===== src/rtl/led_pattern_pkg.sv =====
// Shared mode encodings and helpers for the LED pattern engine.
// Optional breathe mode is enabled by LED_PATTERN_BREATHE_EN.
package led_pattern_pkg;

  typedef enum logic [1:0] {
    MODE_BIN     = 2'd0,
    MODE_GRAY    = 2'd1,
    MODE_SCAN    = 2'd2,
    MODE_BREATHE = 2'd3
  } mode_e;

  function automatic logic [31:0] bin2gray(
    input logic [31:0] b
  );
    return b ^ (b >> 1);
  endfunction

endpackage


===== src/rtl/led_pattern_if.sv =====
// Control/status bundle between a pattern client and the LED engine.
// The engine (slave) drives leds/tick; the client drives en/mode.
interface led_pattern_if #(
  parameter int N_LEDS = 5
);
  import led_pattern_pkg::*;

  logic              en;
  logic [1:0]        mode;
  logic [N_LEDS-1:0] leds;
  logic              tick;

  modport master (
    output en,
    output mode,
    input  leds,
    input  tick
  );

  modport slave (
    input  en,
    input  mode,
    output leds,
    output tick
  );

endinterface


===== src/rtl/led_prescaler.sv =====
// Free-running prescaler producing the pattern step and breathe events.
// Both events are qualified by en so a frozen counter never fires.
module led_prescaler #(
  parameter int LOG2DELAY     = 22,
  parameter int BREATHE_SHIFT = 14
) (
  input  logic clk,
  input  logic rst,
  input  logic en,
  output logic step_evt,
  output logic b_evt
);

  logic [LOG2DELAY-1:0] cnt_q;

  always_ff @(posedge clk) begin
    if (rst) begin
      cnt_q <= '0;
    end else if (en) begin
      cnt_q <= cnt_q + LOG2DELAY'(1);
    end
  end

  assign step_evt = en & (&cnt_q);
  assign b_evt    = en & (&cnt_q[BREATHE_SHIFT-1:0]);

endmodule


===== src/rtl/led_pattern_gen.sv =====
// N-channel LED pattern engine: binary, Gray, bouncing scan, breathe.
// Breathe (mode 3) exists only with LED_PATTERN_BREATHE_EN, else Gray.
module led_pattern_gen
  import led_pattern_pkg::*;
#(
  parameter int N_LEDS        = 5,
  parameter int LOG2DELAY     = 22,
  parameter int PWM_BITS      = 8,
  parameter int BREATHE_SHIFT = 14
) (
  input  logic          clk,
  input  logic          rst,
  led_pattern_if.slave  bus
);

  localparam int PW = (N_LEDS > 1) ? $clog2(N_LEDS) : 1;

  logic step_evt;
  logic b_evt;

  led_prescaler #(
    .LOG2DELAY     (LOG2DELAY),
    .BREATHE_SHIFT (BREATHE_SHIFT)
  ) u_presc (
    .clk      (clk),
    .rst      (rst),
    .en       (bus.en),
    .step_evt (step_evt),
    .b_evt    (b_evt)
  );

  mode_e             mode_q;
  logic [N_LEDS-1:0] step_q;
  logic [N_LEDS-1:0] step_n;
  logic [PW-1:0]     pos_q;
  logic [PW-1:0]     pos_n;
  logic              up_q;
  logic              up_n;
  logic [N_LEDS-1:0] pat_n;
  logic [N_LEDS-1:0] leds_q;
  logic              tick_q;
  logic              pwm_on;

`ifdef LED_PATTERN_BREATHE_EN
  logic [PWM_BITS-1:0] duty_q;
  logic [PWM_BITS-1:0] pwm_q;
  logic                dup_q;

  assign pwm_on = pwm_q < duty_q;

  // Duty bounces 0..max..0; each extreme is held for one b_evt.
  always_ff @(posedge clk) begin
    if (rst) begin
      duty_q <= '0;
      pwm_q  <= '0;
      dup_q  <= 1'b1;
    end else if (bus.en) begin
      pwm_q <= pwm_q + PWM_BITS'(1);
      if (b_evt) begin
        if (dup_q) begin
          if (&duty_q) begin
            dup_q  <= 1'b0;
            duty_q <= duty_q - PWM_BITS'(1);
          end else begin
            duty_q <= duty_q + PWM_BITS'(1);
          end
        end else begin
          if (duty_q == '0) begin
            dup_q  <= 1'b1;
            duty_q <= duty_q + PWM_BITS'(1);
          end else begin
            duty_q <= duty_q - PWM_BITS'(1);
          end
        end
      end
    end
  end
`else
  assign pwm_on = 1'b0;
`endif

  always_comb begin
    step_n = step_q + N_LEDS'(1);
    pos_n  = pos_q;
    up_n   = up_q;
    if (N_LEDS > 1) begin
      if (up_q) begin
        if (pos_q == PW'(N_LEDS - 1)) begin
          up_n  = 1'b0;
          pos_n = pos_q - PW'(1);
        end else begin
          pos_n = pos_q + PW'(1);
        end
      end else begin
        if (pos_q == '0) begin
          up_n  = 1'b1;
          pos_n = pos_q + PW'(1);
        end else begin
          pos_n = pos_q - PW'(1);
        end
      end
    end
  end

  // Pattern for the step being entered, decoded from the new mode.
  always_comb begin
    pat_n = step_n;
    unique case (1'b1)
      (bus.mode == MODE_BIN):
        pat_n = step_n;
      (bus.mode == MODE_GRAY):
        pat_n = N_LEDS'(bin2gray(32'(step_n)));
      (bus.mode == MODE_SCAN):
        pat_n = N_LEDS'(1) << pos_n;
`ifdef LED_PATTERN_BREATHE_EN
      (bus.mode == MODE_BREATHE):
        pat_n = {N_LEDS{pwm_on}};
`else
      (bus.mode == MODE_BREATHE):
        pat_n = N_LEDS'(bin2gray(32'(step_n)));
`endif
      default:
        pat_n = step_n;
    endcase
  end

  always_ff @(posedge clk) begin
    if (rst) begin
      mode_q <= MODE_BIN;
      step_q <= '0;
      pos_q  <= '0;
      up_q   <= 1'b1;
      leds_q <= '0;
      tick_q <= 1'b0;
    end else begin
      tick_q <= 1'b0;
      if (step_evt) begin
        mode_q <= mode_e'(bus.mode);
        step_q <= step_n;
        pos_q  <= pos_n;
        up_q   <= up_n;
        leds_q <= pat_n;
        tick_q <= 1'b1;
      end else if (bus.en && mode_q == MODE_BREATHE) begin
`ifdef LED_PATTERN_BREATHE_EN
        leds_q <= {N_LEDS{pwm_on}};
`else
        leds_q <= leds_q;
`endif
      end
    end
  end

  assign bus.leds = leds_q;
  assign bus.tick = tick_q;

endmodule


===== src/flat_wrapper.sv =====
// flat-port wrapper written by rule: the top's interface ports become plain ports
module led_pattern_gen_flat import led_pattern_pkg::*;
#(
  parameter int N_LEDS        = 5,
  parameter int LOG2DELAY     = 22,
  parameter int PWM_BITS      = 8,
  parameter int BREATHE_SHIFT = 14
)
  (clk, rst, bus_en, bus_mode, bus_leds, bus_tick);
  led_pattern_if #(.N_LEDS(N_LEDS)) bus_i ();
  input  logic clk;
  input  logic rst;
  input wire logic [$bits(bus_i.en)-1:0] bus_en;
  input wire logic [$bits(bus_i.mode)-1:0] bus_mode;
  output wire logic [$bits(bus_i.leds)-1:0] bus_leds;
  output wire logic [$bits(bus_i.tick)-1:0] bus_tick;
  assign bus_i.en = bus_en;
  assign bus_i.mode = bus_mode;
  assign bus_leds = bus_i.leds;
  assign bus_tick = bus_i.tick;
  led_pattern_gen #(.N_LEDS(N_LEDS), .LOG2DELAY(LOG2DELAY), .PWM_BITS(PWM_BITS), .BREATHE_SHIFT(BREATHE_SHIFT)) u_core (.clk(clk), .rst(rst), .bus(bus_i));
endmodule

===== config.mk =====
export PLATFORM = sky130hd
export DESIGN_NAME = led_pattern_gen_flat
export DESIGN_NICKNAME = d
export VERILOG_FILES = /design/src/rtl/led_pattern_pkg.sv /design/src/rtl/led_pattern_if.sv /design/src/rtl/led_prescaler.sv /design/src/rtl/led_pattern_gen.sv /design/src/flat_wrapper.sv
export SDC_FILE = /design/constraint.sdc
export NUM_CORES = 1
export LEC_CHECK = 0
export ABC_AREA = 1
export CORE_AREA = 3 3 62 64
export DETAILED_ROUTE_END_ITERATION = 7
export DIE_AREA = 0 0 65 67
export DONT_BUFFER_PORTS = 1
export PLACE_DENSITY = 0.83
export SYNTH_ARGS = -nofsm -noshare
export SYNTH_HDL_FRONTEND = slang
export SYNTH_SLANG_ARGS = --single-unit

===== constraint.sdc =====
create_clock -name clk -period 4.9 [get_ports clk]
set_clock_uncertainty 0.15 [all_clocks]
set_input_delay 0.98 -clock clk [delete_from_list [all_inputs] [get_ports clk]]
set_output_delay 0.98 -clock clk [all_outputs]
set_load 0.02 [all_outputs]

---- Yosys cells after proc, flatten, opt, wreduce, memory -nomap -nowiden ----
Index checks and enable logic that the tools add are counted.
operators by class
  bitwise logic cells ..................... 2
  shifts and indexed selects .............. 1
  reduce and logical (&&, ||, !) cells .... 3
  $add $sub $neg .......................... 4
  mux-type cells .......................... 8
  eq/ne operators ......................... 4
operators with widths
  cell                                                                 number
  22-bit by 1-bit adder with 22-bit output (second input constant)     1
  22-bit AND reduction                                                 1
  5-bit case mux with 2 select lines                                   1
  3-bit 2-to-1 mux                                                     3
  5-bit by 1-bit adder with 5-bit output (second input constant)       1
  1-bit by 3-bit << shifter with 5-bit output (first input constant)   1
  5-bit by 4-bit bitwise XOR with 5-bit output                         1
  2-bit == test (second input constant)                                2
  1-bit 2-to-1 mux                                                     4
  3-bit by 1-bit adder with 3-bit output (second input constant)       1
  3-bit == test (second input constant)                                1
  3-bit zero test                                                      1
  3-bit by 1-bit subtractor with 3-bit output (second input constant)  1
  2-bit by 1-bit == test with 1-bit output (second input constant)     1
  2-bit OR reduction                                                   1
  1-bit AND                                                            1
storage, ports and cells
  word-level logic and storage cells ...... 28
  output and inout bits ................... 6
  input port bits ......................... 5
  bits in registers ....................... 37

---- Longest topological paths before layout ----
Gate-level depths: netlist of the first run.
  depth after elaboration ................. 5
  depth in mapped cells ................... 13
  gate-level depth less buffers ........... 13

---- By module ----
Synthesis of the first run repeated with hierarchy kept, for this count alone.
second synthesis, totals
  cells, all modules ...................... 331
  area, all modules ....................... 2104.5 um^2
by module, submodules not included
  module           area an instance (um^2)  sequential area each (um^2)  instances  cells each
  led_prescaler    1169.9                   440.4                        1          181
  led_pattern_gen  934.6                    300.3                        1          150

---- Worst setup path after synthesis of the first run ----
No wires, ideal clock.
  path kind ............................... input to register
  start ................................... in bus_en
  end ..................................... reg with a tool-made name
  library setup time ...................... 79 ps
  path slack .............................. 2809 ps
  buffers on the path ..................... 2
  data required time ...................... 4671 ps
  arrival time ............................ 1863 ps
  stages on the path ...................... 10
  cells stage by stage .................... buf_6 > nand2_4 > nor2_4 > nand2_2 > nor2_4 > nand2_4 > inv_6 > buf_8 > nand2_2 > o211ai_1
RTL lines
  item             line                source
  start, declared  flat_wrapper.sv:13  input wire logic [$bits(bus_i.en)-1:0] bus_en;

---- Worst setup path after layout of the first run ----
  start ................................... reg u_core.leds_q[4], in the netlist u_core.bus.leds[4]
  end ..................................... out bus_leds[4]
RTL lines
  item                    line                    source
  start, declared         led_pattern_gen.sv:40   logic [N_LEDS-1:0] leds_q;
  start signal, assigned  led_pattern_gen.sv:142  leds_q <= pat_n;
  start signal, assigned  led_pattern_gen.sv:148  leds_q <= leds_q;
  end, declared           flat_wrapper.sv:15      output wire logic [$bits(bus_i.leds)-1:0] bus_leds;
No word-level cell between the ends.

==> results of run 1 <==
worst paths after layout:
kind / from / endpoint / cells past startpoint / slack (ns)
worst max-delay path: u_core.bus.leds[4] / bus_leds[4] / 0 / 2.94
worst min-delay path: u_core.u_presc.cnt_q[11] / u_core.u_presc.cnt_q[11] / 1 / 0.33
worst min register to register: u_core.u_presc.cnt_q[11] / u_core.u_presc.cnt_q[11] / 1 / 0.33
worst max register to register: u_core.pos_q[0] / u_core.bus.leds[3] / 13 / 3.07
cell usage after synthesis (3+ instances only):
library cell and number:
sky130_fd_sc_hd__nor3_1 11, sky130_fd_sc_hd__nor2_4 3, sky130_fd_sc_hd__a21oi_1 20, sky130_fd_sc_hd__nand2_1 78
sky130_fd_sc_hd__xor2_1 3, sky130_fd_sc_hd__o21a_1 3, sky130_fd_sc_hd__inv_1 42, sky130_fd_sc_hd__o21ai_0 18
sky130_fd_sc_hd__nor2_1 50, sky130_fd_sc_hd__nand4_1 5, sky130_fd_sc_hd__nand3_1 22, sky130_fd_sc_hd__ha_1 5
sky130_fd_sc_hd__dfxtp_1 37, sky130_fd_sc_hd__nor2_2 3, sky130_fd_sc_hd__nand2_2 4
per-layer routing:
| metal | track usage, % | part of all wire (%) | vias up | wire [um] |
|---|---|---|---|---|
| li1 | - | - | 1045 | - |
| met1 | 25.36 | 45 | 893 | 1904 |
| met2 | 37.68 | 49 | 29 | 2084 |
| met3 | 4.890 | 4.5 | 7 | 190 |
| met4 | 9.499 | 1.4 | 0 | 58 |
| met5 | 0 | 0 | - | 0 |
layout by cell type (no fill, tap or decap), drive strengths merged, types with 3 or more instances in the layout:
| master | count |
|---|---|
| a21oi | 20 |
| ha | 5 |
| xor2 | 3 |
| o21ai | 20 |
| dfxtp | 37 |
| nand2 | 84 |
| o21a | 3 |
| nand3 | 23 |
| nand4 | 5 |
| clkbuf | 7 |
| inv | 45 |
| nor3 | 11 |
| nor2 | 56 |
power breakdown:
part           internal, mW  switching (mW)
Combinational       0.00395         0.00813
Sequential            0.302         0.00171
Clock                0.0831           0.102
final cells by class:
type	count	area (um^2)	area share, %
multi-input combinational	238	1157	52.62
sequential	37	740.7	33.67
inverter	45	173.9	7.907
clock buffer	7	65.06	2.958
tap	46	57.56	2.617
clock inverter	1	5.005	0.2275
through the flow:
step | hold WS (ns) | util, % | total power [mW] | cells | area (um^2)
floorplan | 0.2907 | - | 0.3234 | 326 | 2116
global placement | 0.3011 | 63.82 | 0.3220 | 366 | 2130
detailed placement | 0.3062 | 63.82 | 0.3226 | 366 | 2130
CTS | 0.3313 | 65.92 | 0.5045 | 374 | 2200
global route | 0.3717 | 65.92 | 0.5178 | 374 | 2200
finish | 0.3291 | 65.92 | 0.5008 | 374 | 2200
state kept, by name, indices dropped and copies added, names as in the netlist, named ones only:
signal                cells
u_core.step_q             5
u_core.u_presc.cnt_q     22
u_core.bus.tick           1
u_core.pos_q              3
u_core.bus.leds           5
kinds of logic after synthesis:
logic type / Yosys count / share of synthesized area, %
buffers and inverters: 51 / 10.29
xor gates and xnor gates: 5 / 2.070
DFF: 37 / 35.01
and+or+nand+nor: 180 / 37.49
adders and majority gates: 5 / 2.957
AOI/OAI and AO/OA: 48 / 12.18
==> results.md, run 1 <==
- The run finished with clean final reports.
- The vias after detailed routing is 1,974.
- After detailed routing, the number of vias per cell comes to 5.278.
- For this run, the top clock speed supported by timing is 0.5096 GHz.
- After legalization and detailed placement, the total HPWL measured 3.157 mm.
- The synthesized design contains 0 enable-type register cells.
- At the end of routability-driven placement, the weighted congestion stood at 0.8856.
- The starting DRC count in detailed routing is 167.
- The height of the die is 67 um.
- The floorplan step set the die width to 65 um.
- For the pin with the worst max-slew slack, the measured transition is 0.5278 ns.
- CTS placed an instance of sky130_fd_sc_hd__clkbuf_4 at the clock tree root.
- In this run, synthesis produced a sequential element count of 37.
- The final worst slack is 2.938 ns.
- The number of pins exceeding their max-slew limit in the final report is 0.
- The growth of design area from synthesis to finish is 3.962%.
- The ratio of cells with drive above 1 in the final layout is 7.317%.
- Setup total negative slack on the finished layout was measured at 0 ns.
- After clock tree synthesis, the setup repair step added 0 buffers.
- Clock-pin slew was measured on the worst setup and hold paths at 0.11 ns.
- The pre-antenna-repair detailed-routing pass consisted of 4 iterations.
- The mapped cell area is 2116 um^2.
- 11 I/O pins were placed.
- The relative slew slack is 64.77%.
- The floorplan step defined a die boundary enclosing 4355 um^2.
- Entering global routing, the biggest net connects 22 pins.
- The leakage dissipation is 0.9298 nW.
- The first global-routing pass estimated 7.279 mm of wire.
- The mean instance size in the synthesized netlist is 6.490 um^2.
- The number of buffers inserted for hold repair after clock tree synthesis is 0.
- Before CTS, the worst setup slack after placement is 2.854 ns.
- Counting the fill cells in the layout gives 316.
- At the worst endpoint, the arrival time is 0.83 ns.
- In the routed design, unresolved DRC markers number 0.
- The top cell type's share of synthesized area is 35.01%.
- After layout, the worst path uses 40.05% of the clock period.
- Setup repair after global routing left no endpoint under its margin.
- The power density over cell area is 227.7 nW/um^2.
- The H-tree level count is 2.
- Wires add up to 4.238 mm.
- The worst-case IR drop observed on VDD is 0.0001474 V.
- Counting every instance in the synthesized netlist gives 326.
- The number of nets in the synthesized netlist is 336.
- The sequential cell area fraction in the yosys report is 35.01%.
- The dominant synthesized flop cell is sky130_fd_sc_hd__dfxtp_1.
- The number of hold violations in the final report is 0.
- For this run, asynchronously set or reset flops after synthesis account for 0%.
- By startpoint and endpoint, the worst setup path is classified as flop to primary output.
- The effective utilization at floorplan is 63.40%.
- Data on the critical path is required at its endpoint by 3.77 ns.
- The wire length per cell after detailed routing is 11.33 um.
- Of all nets on the critical path, the largest fanout is 2.
- The antenna diode count is 0.
- The clock latency reported for the late side of the worst-skew pair is 0.35 ns.
- TritonCTS built the clock tree.
- The number of buffers added on ports is 0.
- The number of warnings printed during yosys synthesis is 0.
- The number of core rows is 21.
- After synthesis, the cell types taking the most area are sky130_fd_sc_hd__dfxtp_1 (35%), sky130_fd_sc_hd__nand2_1 (14%), sky130_fd_sc_hd__nor2_1 (8.9%), sky130_fd_sc_hd__inv_1 (7.5%), sky130_fd_sc_hd__nand3_1 (5.2%).
- The area of the core is 3337 um^2.
- The startpoint type of the worst setup path is a flop.
- Of all cell types, the one taking the most synthesized area is sky130_fd_sc_hd__dfxtp_1.
- The number of clock buffers added by TritonCTS is 5.
- The netlist uses 29 different library cells.
- Once detail routing completed, the nets flagged for antenna violations numbered 0.
- The via count of the first global-routing pass was 1,742.
- The number of nets in the layout is 337.
- Across the run, the number of max-cap violations was 0.
- The worst setup path is captured at a primary output.
- The final setup violation count is 0.
- After clock tree synthesis, the repair step resized 0 gates.
- The number of sinks driven by the clock tree is 37.
- The number of antenna violations at the first check in global routing is 0.
- The kind of path behind the tightest hold check is flop to flop.
- The time the final worst path needs with I/O delays and setup is 1.962 ns.
- The total overflow left after global routing is 0.
- The clock passes through at most 2 buffers.
- Across every metal layer, demand over resource in global routing totals 21.67%.
Note: power is estimated with default switching activity, not from simulation.
==> run 2, diff against run 1 <==
--- a/config.mk
+++ b/config.mk
@@ -5,12 +5,12 @@
 export SDC_FILE = /design/constraint.sdc
 export NUM_CORES = 1
 export LEC_CHECK = 0
-export ABC_AREA = 1
-export CORE_AREA = 3 3 62 64
+export ABC_AREA = 0
+export CORE_AREA = 3 3 61 63
 export DETAILED_ROUTE_END_ITERATION = 7
-export DIE_AREA = 0 0 65 67
+export DIE_AREA = 0 0 64 66
 export DONT_BUFFER_PORTS = 1
-export PLACE_DENSITY = 0.83
+export PLACE_DENSITY = 0.8
 export SYNTH_ARGS = -nofsm -noshare
 export SYNTH_HDL_FRONTEND = slang
 export SYNTH_SLANG_ARGS = --single-unit
==> constraint.sdc (replaced) <==
create_clock -name clk -period 1.9 [get_ports clk]
set_clock_uncertainty 0.15 [all_clocks]
set_input_delay 0.38 -clock clk [delete_from_list [all_inputs] [get_ports clk]]
set_output_delay 0.38 -clock clk [all_outputs]
set_load 0.02 [all_outputs]
==> results.md, run 2 <==
- The flow ran to the end, but the final reports show violations.
- The checks that failed: setup timing.
- The sequential cell area fraction in the yosys report came to 37.78% (+2.8 points).
- The peak supply drop is 0.0003733 V (+150%).
- The routability congestion estimate from global placement came to 0.8659 (-2.2%).
- The final setup violation count is 5 (+5).
- The start-to-end type of the worst setup path is flop to flop.
- The area of the core is 3284 um^2 (-1.6%).
- The startpoint of the worst register-to-register path is u_core.pos_q[0].
- The cell count after synthesis is 221 (-32%).
- The actual slew at the worst max-slew pin is 0.3374 ns (-0.1904 ns).
- The overall global routing resource usage is 19.50% (-2.2 points).
- The number of maximum-capacitance constraint violations was 0 (unchanged).
- Setup repair after global routing could not meet its margin everywhere.
- The number of enable flip-flop cells after synthesis is 0 (unchanged).
- The most common cell in the synthesized netlist is sky130_fd_sc_hd__dfxtp_1.
- The mapped cell area was 1961 um^2 (-7.3%).
- The maximum clock frequency is 0.5009 GHz.
- The final instance area was 2326 um^2 (+5.7%).
- The effective utilization at floorplan is 59.70% (-3.7 points).
- The number of ports placed on the die boundary was 11 (unchanged).
- The number of core rows came to 21 (unchanged).
- The flip-flop count of the largest register after layout is 22 (unchanged).
- The startpoint identified for the worst hold timing path is rst.
- The library cells used most frequently in the layout, excluding fill and tap cells, are sky130_fd_sc_hd__dfxtp_1 (32), sky130_fd_sc_hd__nor2_1 (29), sky130_fd_sc_hd__buf_4 (28).
- The number of pins exceeding their max-slew limit in the final report was 0 (unchanged).
- The power consumption was 1.297 mW (+160%).
- The number of warnings printed during yosys synthesis is 0 (unchanged).
- The area of placed instances is 2158 um^2 (+1.4%).
- The largest net degree at the start of global routing is 34 (+55%).
- The required time reported for the critical path endpoint is 2.03 ns (-1.74 ns).
- The path class of the tightest hold or removal check is primary input to flop.
- The kind of end point of the critical path is a flop.
- The synthesized net count is 231 (-31%).
- The remaining antenna violation count came to 0 (unchanged).
- The number of nets in the layout is 260 (-23%).
- The number of DRC violations after detailed routing is 0 (unchanged).
- The detailed-route wire length is 3.845 mm (-9.3%).
- The total CTS buffers was 5 (unchanged).
- The number of filler instances in the final layout is 253 (-20%).
- The die outline area is 4224 um^2 (-3.0%).
- The final HPWL from detailed placement is 2.605 mm (-17%).
- The wire length per cell after detailed routing is 12.95 um (+14%).
- The ratio of cells with drive above 1 in the final layout is 26.29% (+19 points).
- The growth of design area from synthesis to finish is 18.63%.
- The startpoint type of the worst setup path is a flop.
- The distinct cell type count of the synthesized netlist was 42 (+45%).
- The antenna diode count is 0 (unchanged).
- The number of buffers added on ports came to 0 (unchanged).
- The final sum of negative setup slack came to -0.3284 ns (-0.3284 ns).
- The library cell used most frequently in the layout, excluding fill and tap cells, is sky130_fd_sc_hd__dfxtp_1.
- The total area of multi-input combinational cells is 1177 um^2 (+1.7%).
- The share of synthesized flip-flops with an asynchronous set or reset is 0% (unchanged).
- The number of sinks driven by the clock tree was 37 (unchanged).
- The final worst slack is -0.09637 ns (-3.034 ns).
- The met2 routed wirelength is 1.951 mm (-6.4%).
- The relative slew slack is 77.27% (+12 points).
- The register cell area after layout is 747.0 um^2 (+0.84%).
- The power density over cell area is 557.5 nW/um^2 (+140%).
- The starting DRC count in detailed routing is 48 (-71%).
- The via count of the first global-routing pass came to 1,521 (-13%).
- The H-tree level count was 2 (unchanged).
- The vias after detailed routing is 1,624 (-18%).
- The time the final worst path needs with I/O delays and setup is 1.996 ns.
- The first-pass detailed-route iteration total came to 4 (unchanged).
- The first-pass GRT wire length was 6.499 mm (-11%).
- The top cell type's share of synthesized area is 37.78% (+2.8 points).
- The detail-routed via count per cell came to 5.468 (+3.6%).
- Counting instances in the post-synthesis netlist gives the leading cell types as sky130_fd_sc_hd__dfxtp_1 (37), sky130_fd_sc_hd__nor2_1 (29), sky130_fd_sc_hd__nand2_1 (17), sky130_fd_sc_hd__xor2_1 (17), sky130_fd_sc_hd__a21oi_1 (11).
- The mean instance size in the synthesized netlist came to 8.872 um^2 (+37%).
- The maximum buffer depth of the clock tree is 2 (unchanged).
- The final period utilization is 105.1%.
- The width of the die is 64 um (-1.5%).
- The highest layer touched by signal routing is met4.
- Ranked by flip-flop count, first place goes to u_core.u_presc.cnt_q.
- The number of hold violations in the final report is 0 (unchanged).
- The synthesized design spends more area on one cell type than any other, namely sky130_fd_sc_hd__dfxtp_1.
- The height of the die is 66 um (-1.5%).
- For this run, the leading register cell type out of synthesis is sky130_fd_sc_hd__dfxtp_1.
- Ranked by total cell area, the synthesized netlist is headed by sky130_fd_sc_hd__dfxtp_1 (38%), sky130_fd_sc_hd__xor2_1 (7.6%), sky130_fd_sc_hd__nor2_1 (5.6%), sky130_fd_sc_hd__xnor2_1 (4.5%), sky130_fd_sc_hd__nand2_1 (3.3%).
- The highest net fanout along the worst path is 5 (+3).
- The met1 wire length is 1.646 mm (-14%).
- The clock tree from TritonCTS is built.
- The cell count after placement is 284 (-22%).
- The number of storage elements in the synthesis netlist is 37 (unchanged).
- The startpoint of the most critical setup path is u_core.pos_q[0].
- The library cell used as clock root buffer is sky130_fd_sc_hd__clkbuf_4.
- The clock latency reported for the late side of the worst-skew pair is 0.34 ns (about the same).
- The total global routing overflow is 0 (unchanged).
- The number of standard cells in the final layout excluding fillers is 297 (-21%).
- The endpoint arrival time on the critical path is 2.13 ns (+1.30 ns).
- The worst hold margin is 0.03651 ns (-0.2926 ns).
- The amount of wire on met3 after detailed routing came to 163 um (-14%).
- The leakage dissipation is 0.9715 nW (+4.5%).
- The clock slew seen by the registers of the worst setup and hold paths was 0.11 ns (about the same).
- The number of antenna violations at the first check in global routing came to 0 (unchanged).
[run 2: cell count changes in the layout (fill, tap and decap cells not counted), sizes merged, moves of 5 or more]
cell | before | now
nor3 | 11 | 6
or3 | 0 | 6
o21ai | 20 | 8
nand2 | 84 | 17
nand3 | 23 | 9
a21oi | 20 | 11
nor2 | 56 | 30
and3 | 0 | 6
inv | 45 | 8
buf | 0 | 30
xor2 | 3 | 17
xnor2 | 2 | 10
[run 2: where the power goes]
part / internal, mW / total, mW / switching [mW] / leakage (nW)
combinational: 0.0217 / 0.0426 / 0.0209 / 0.630
clock: 0.215 / 0.472 / 0.257 / 0.0413
sequential: 0.780 / 0.782 / 0.00236 / 0.301
total: 1.02 / 1.30 / 0.280 / 0.971
[run 2: final cells by class]
type	count	share of cell area, %
clock buffers	7	2.797
clock inverters	1	0.2152
inverters	8	1.399
multi-input cells	168	50.62
flip-flops and latches	37	32.11
well taps	46	2.474
repair buffers	30	10.38
[run 2: kinds of logic after synthesis]
| family | Yosys count | synth area share (%) |
|---|---|---|
| muxes | 2 | 1.021 |
| adders and majority gates | 5 | 3.191 |
| AOI/OAI and AO/OA | 36 | 11.30 |
| DFF | 37 | 37.78 |
| buffers and inverters | 16 | 5.042 |
| and+or+nand+nor | 98 | 29.61 |
| xor gates and xnor gates | 27 | 12.06 |
[run 2: per-stage QoR]
stage / utilization [%] / setup WS, ns
floorplan: - / -0.05033
global placement: 65.71 / -0.05692
detailed placement: 65.71 / -0.1149
CTS: 69.10 / -0.05957
global route: 70.82 / -0.1907
finish: 70.82 / -0.09637
[run 2: timing repair]
| action | CTS | global route |
|---|---|---|
| gates resized for setup | 3 | 13 |
| setup endpoints to repair | 5 | 10 |
| endpoints found under the hold margin | 33 | 0 |
| buffers inserted | 2 | 2 |
| hold buffers | 1 | 0 |
| pin swaps | 6 | 7 |
[run 2: path summary, 6_finish.rpt]
check / end / slack [ns] / cells after the start
setup reg to reg: u_core.bus.leds[1] / -0.1 / 7
setup / recovery: u_core.bus.leds[1] / -0.1 / 7
hold / removal: u_core.bus.leds[0] / 0.04 / 2
hold reg to reg: u_core.u_presc.cnt_q[14] / 0.36 / 2
[run 2: critical path, stage by stage, from the launching register on]
cell                      delay (ns)
sky130_fd_sc_hd__dfxtp_2        0.36
sky130_fd_sc_hd__inv_4          0.05
sky130_fd_sc_hd__ha_4           0.17
sky130_fd_sc_hd__nor2b_4        0.13
sky130_fd_sc_hd__o21ai_0        0.29
sky130_fd_sc_hd__nand2_1        0.13
sky130_fd_sc_hd__or4_1          0.49
sky130_fd_sc_hd__a31oi_1        0.16
[run 2: routing by layer]
metal  vias to the layer above  global-route usage [%]
li1                        829                       -
met1                       753                   22.25
met2                        35                   33.68
met3                         7                   5.782
met4                         0                   8.356
met5                         -                       0
==> run 3, diff against run 2 <==
--- a/config.mk
+++ b/config.mk
@@ -10,6 +10,7 @@
 export DETAILED_ROUTE_END_ITERATION = 7
 export DIE_AREA = 0 0 64 66
 export DONT_BUFFER_PORTS = 1
+export GPL_TIMING_DRIVEN = 0
 export PLACE_DENSITY = 0.8
 export SYNTH_ARGS = -nofsm -noshare
 export SYNTH_HDL_FRONTEND = slang
==> results.md, run 3 (same netlist as run 2, synthesis figures left out) <==
- The flow ran to the end, but the final reports show violations.
- The final reports fail on setup timing.
- The largest net degree at the start of global routing is 11 (-68%).
- The wire length per cell after detailed routing is 12.68 um (-2.1%).
- The maximum buffer depth of the clock tree is 2 (unchanged).
- The via count of the first global-routing pass is 1,478 (-2.8%).
- The remaining antenna violation count is 0 (unchanged).
- The kind of end point of the critical path is a flop.
- The number of nets in the layout came to 244 (-6.2%).
- The peak supply drop came to 0.0004703 V (+26%).
- The routability congestion estimate from global placement is 0.7882 (-9.0%).
- The width of the die was 64 um (unchanged).
- The largest stage delay on the critical path was 0.40 ns (-0.09 ns).
- In the layout the commonest cells are sky130_fd_sc_hd__dfxtp_1 (30), sky130_fd_sc_hd__nor2_1 (29), sky130_fd_sc_hd__xor2_1 (17).
- The final worst slack is -0.03954 ns (+0.05683 ns).
- The growth of design area from synthesis to finish is 13.21%.
- The number of ports placed on the die boundary is 11 (unchanged).
- The number of maximum-capacitance constraint violations came to 0 (unchanged).
- The worst setup path is launched from a flop.
- The H-tree level count is 2 (unchanged).
- The relative slew slack was 68.90% (-8.4 points).
- The endpoint arrival time on the critical path is 2.08 ns (-0.05 ns).
- The number of filler instances in the final layout is 266 (+5.1%).
- The final sum of negative setup slack is -0.08513 ns (+0.2433 ns).
- The number of hold violations in the final report is 0 (unchanged).
- The worst hold margin was 0.04581 ns (+0.009299 ns).
- The clock latency reported for the late side of the worst-skew pair is 0.35 ns (about the same).
- The total area of multi-input combinational cells is 1206 um^2 (+2.4%).
- The die outline area came to 4224 um^2 (unchanged).
- The final setup violation count is 3 (-2).
- The power density over cell area was 563.6 nW/um^2 (+1.1%).
- The fraction of the core area covered by cells at the end of the flow came to 67.58% (-3.2 points).
- The total global routing overflow is 0 (unchanged).
- The number of buffers and inverters on the critical path is 1 (unchanged).
- The antenna diode count is 0 (unchanged).
- The actual slew at the worst max-slew pin is 0.4665 ns (+0.1291 ns).
- Walking the worst path, the cells encountered are inv_4 > ha_4 > nor2b_4 > or3_4 > and2_4 > or4_1 > a31oi_1.
- The library cell used most frequently in the layout, excluding fill and tap cells, is sky130_fd_sc_hd__dfxtp_1.
- The highest net fanout along the worst path is 6 (+1).
- The first-pass detailed-route iteration total came to 4 (unchanged).
- The starting DRC count in detailed routing is 114 (+140%).
- The number of buffers added on ports was 0 (unchanged).
- The final HPWL from detailed placement was 2.447 mm (-6.1%).
- The flip-flop count of the largest register after layout was 22 (unchanged).
- The ratio of cells with drive above 1 in the final layout is 20.51% (-5.8 points).
- The maximum clock frequency is 0.5156 GHz (+2.9%).
- The number of DRC violations after detailed routing was 0 (unchanged).
- The time the final worst path needs with I/O delays and setup is 1.940 ns (-0.05683 ns).
- The first-pass GRT wire length is 6.361 mm (-2.1%).
- The number of sinks driven by the clock tree came to 37 (unchanged).
- The clock tree from TritonCTS is built.
- The detailed-route wire length is 3.549 mm (-7.7%).
- The setup slack at placement is -0.1635 ns (-0.04852 ns).
- The cell class contributing the biggest share of worst-path delay is simple AND/OR/NAND/NOR gates.
- The number of core rows came to 21 (unchanged).
- The final period utilization is 102.1% (-3.0 points).
- The register with the highest flop count is u_core.u_presc.cnt_q.
- The detail-routed via count per cell is 5.586 (+2.2%).
- The height of the die came to 66 um (unchanged).
- The area of the core is 3284 um^2 (unchanged).
- The vias after detailed routing is 1,564 (-3.7%).
- The required time reported for the critical path endpoint came to 2.04 ns (about the same).
- The number of antenna violations at the first check in global routing is 0 (unchanged).
- The number of pins exceeding their max-slew limit in the final report is 0 (unchanged).
- The total CTS buffers is 5 (unchanged).
- The slowest library cell on the worst path is sky130_fd_sc_hd__or4_1.
- In this run the worst hold path is classified as primary input to flop.
- The library cell used as clock root buffer is sky130_fd_sc_hd__clkbuf_4.
- The effective utilization at floorplan was 59.70% (unchanged).
- The worst setup path is of the flop to flop kind.
- Setup repair after global routing could not meet its margin everywhere.
- The register cell area after layout is 754.5 um^2 (+1.0%).
- The overall global routing resource usage came to 19.43% (-0.065 points).
- The clock slew seen by the registers of the worst setup and hold paths came to 0.11 ns (about the same).
- The leakage dissipation is 0.8821 nW (-9.2%).
run 3: cell count changes in the layout (fill, tap and decap cells not counted), moves of 2 or more:
cell and change:
sky130_fd_sc_hd__buf_4 -21, sky130_fd_sc_hd__clkbuf_1 +4, sky130_fd_sc_hd__dfxtp_1 -2, sky130_fd_sc_hd__dfxtp_4 +2, sky130_fd_sc_hd__nor3_2 -2, sky130_fd_sc_hd__o21ai_0 -2
run 3: metal layers:
metal	GRT usage, %	vias up	wire length, um
met5	0	-	0
met1	22.48	728	1574
met4	10.24	0	71
li1	-	795	-
met3	6.633	6	171
met2	31.61	35	1732
run 3: power by group:
group          switching (mW)  internal [mW]
clock network           0.249          0.175
logic                  0.0236         0.0194
registers             0.00591          0.779
run 3: worst paths after layout:
kind                            start                       end  slack (ns)  cells after the start
max                   u_core.pos_q[0]        u_core.bus.leds[3]       -0.04                      7
min                            bus_en   u_core.u_presc.cnt_q[1]        0.05                      2
max reg2reg           u_core.pos_q[0]        u_core.bus.leds[3]       -0.04                      7
min reg2reg  u_core.u_presc.cnt_q[14]  u_core.u_presc.cnt_q[14]        0.34                      2
run 3: final cells by class:
type                       count  area share [%]
buffer                         7           2.762
clock buffer                   7           2.480
inverter                       8           1.466
multi-input combinational    168           54.34
sequential                    37           33.99
tap                           46           2.593
timing repair buffer           7           2.368
run 3: through the flow:
step	cells	total power, mW	area [um^2]
6_report	280	1.251	2220
5_1_grt	280	1.307	2220
4_1_cts	277	1.268	2140
3_5_place_dp	267	0.8427	2039
3_3_place_gp	267	0.8426	2039
2_1_floorplan	221	0.8343	1982
run 3: worst reg2reg max path: stages (launching register included):
cell and delay [ns]:
sky130_fd_sc_hd__dfxtp_4 0.37, sky130_fd_sc_hd__inv_4 0.04, sky130_fd_sc_hd__ha_4 0.17, sky130_fd_sc_hd__nor2b_4 0.13, sky130_fd_sc_hd__or3_4 0.33, sky130_fd_sc_hd__and2_4 0.17, sky130_fd_sc_hd__or4_1 0.40, sky130_fd_sc_hd__a31oi_1 0.13
run 3: timing repair:
action | 4_1_cts | 5_1_grt
pin swaps | 6 | 10
gates resized for setup | 12 | 15
hold buffers | 0 | 0
setup endpoints to repair | 11 | 18
setup buffers | 3 | 4
hold endpoints to repair | 0 | 0
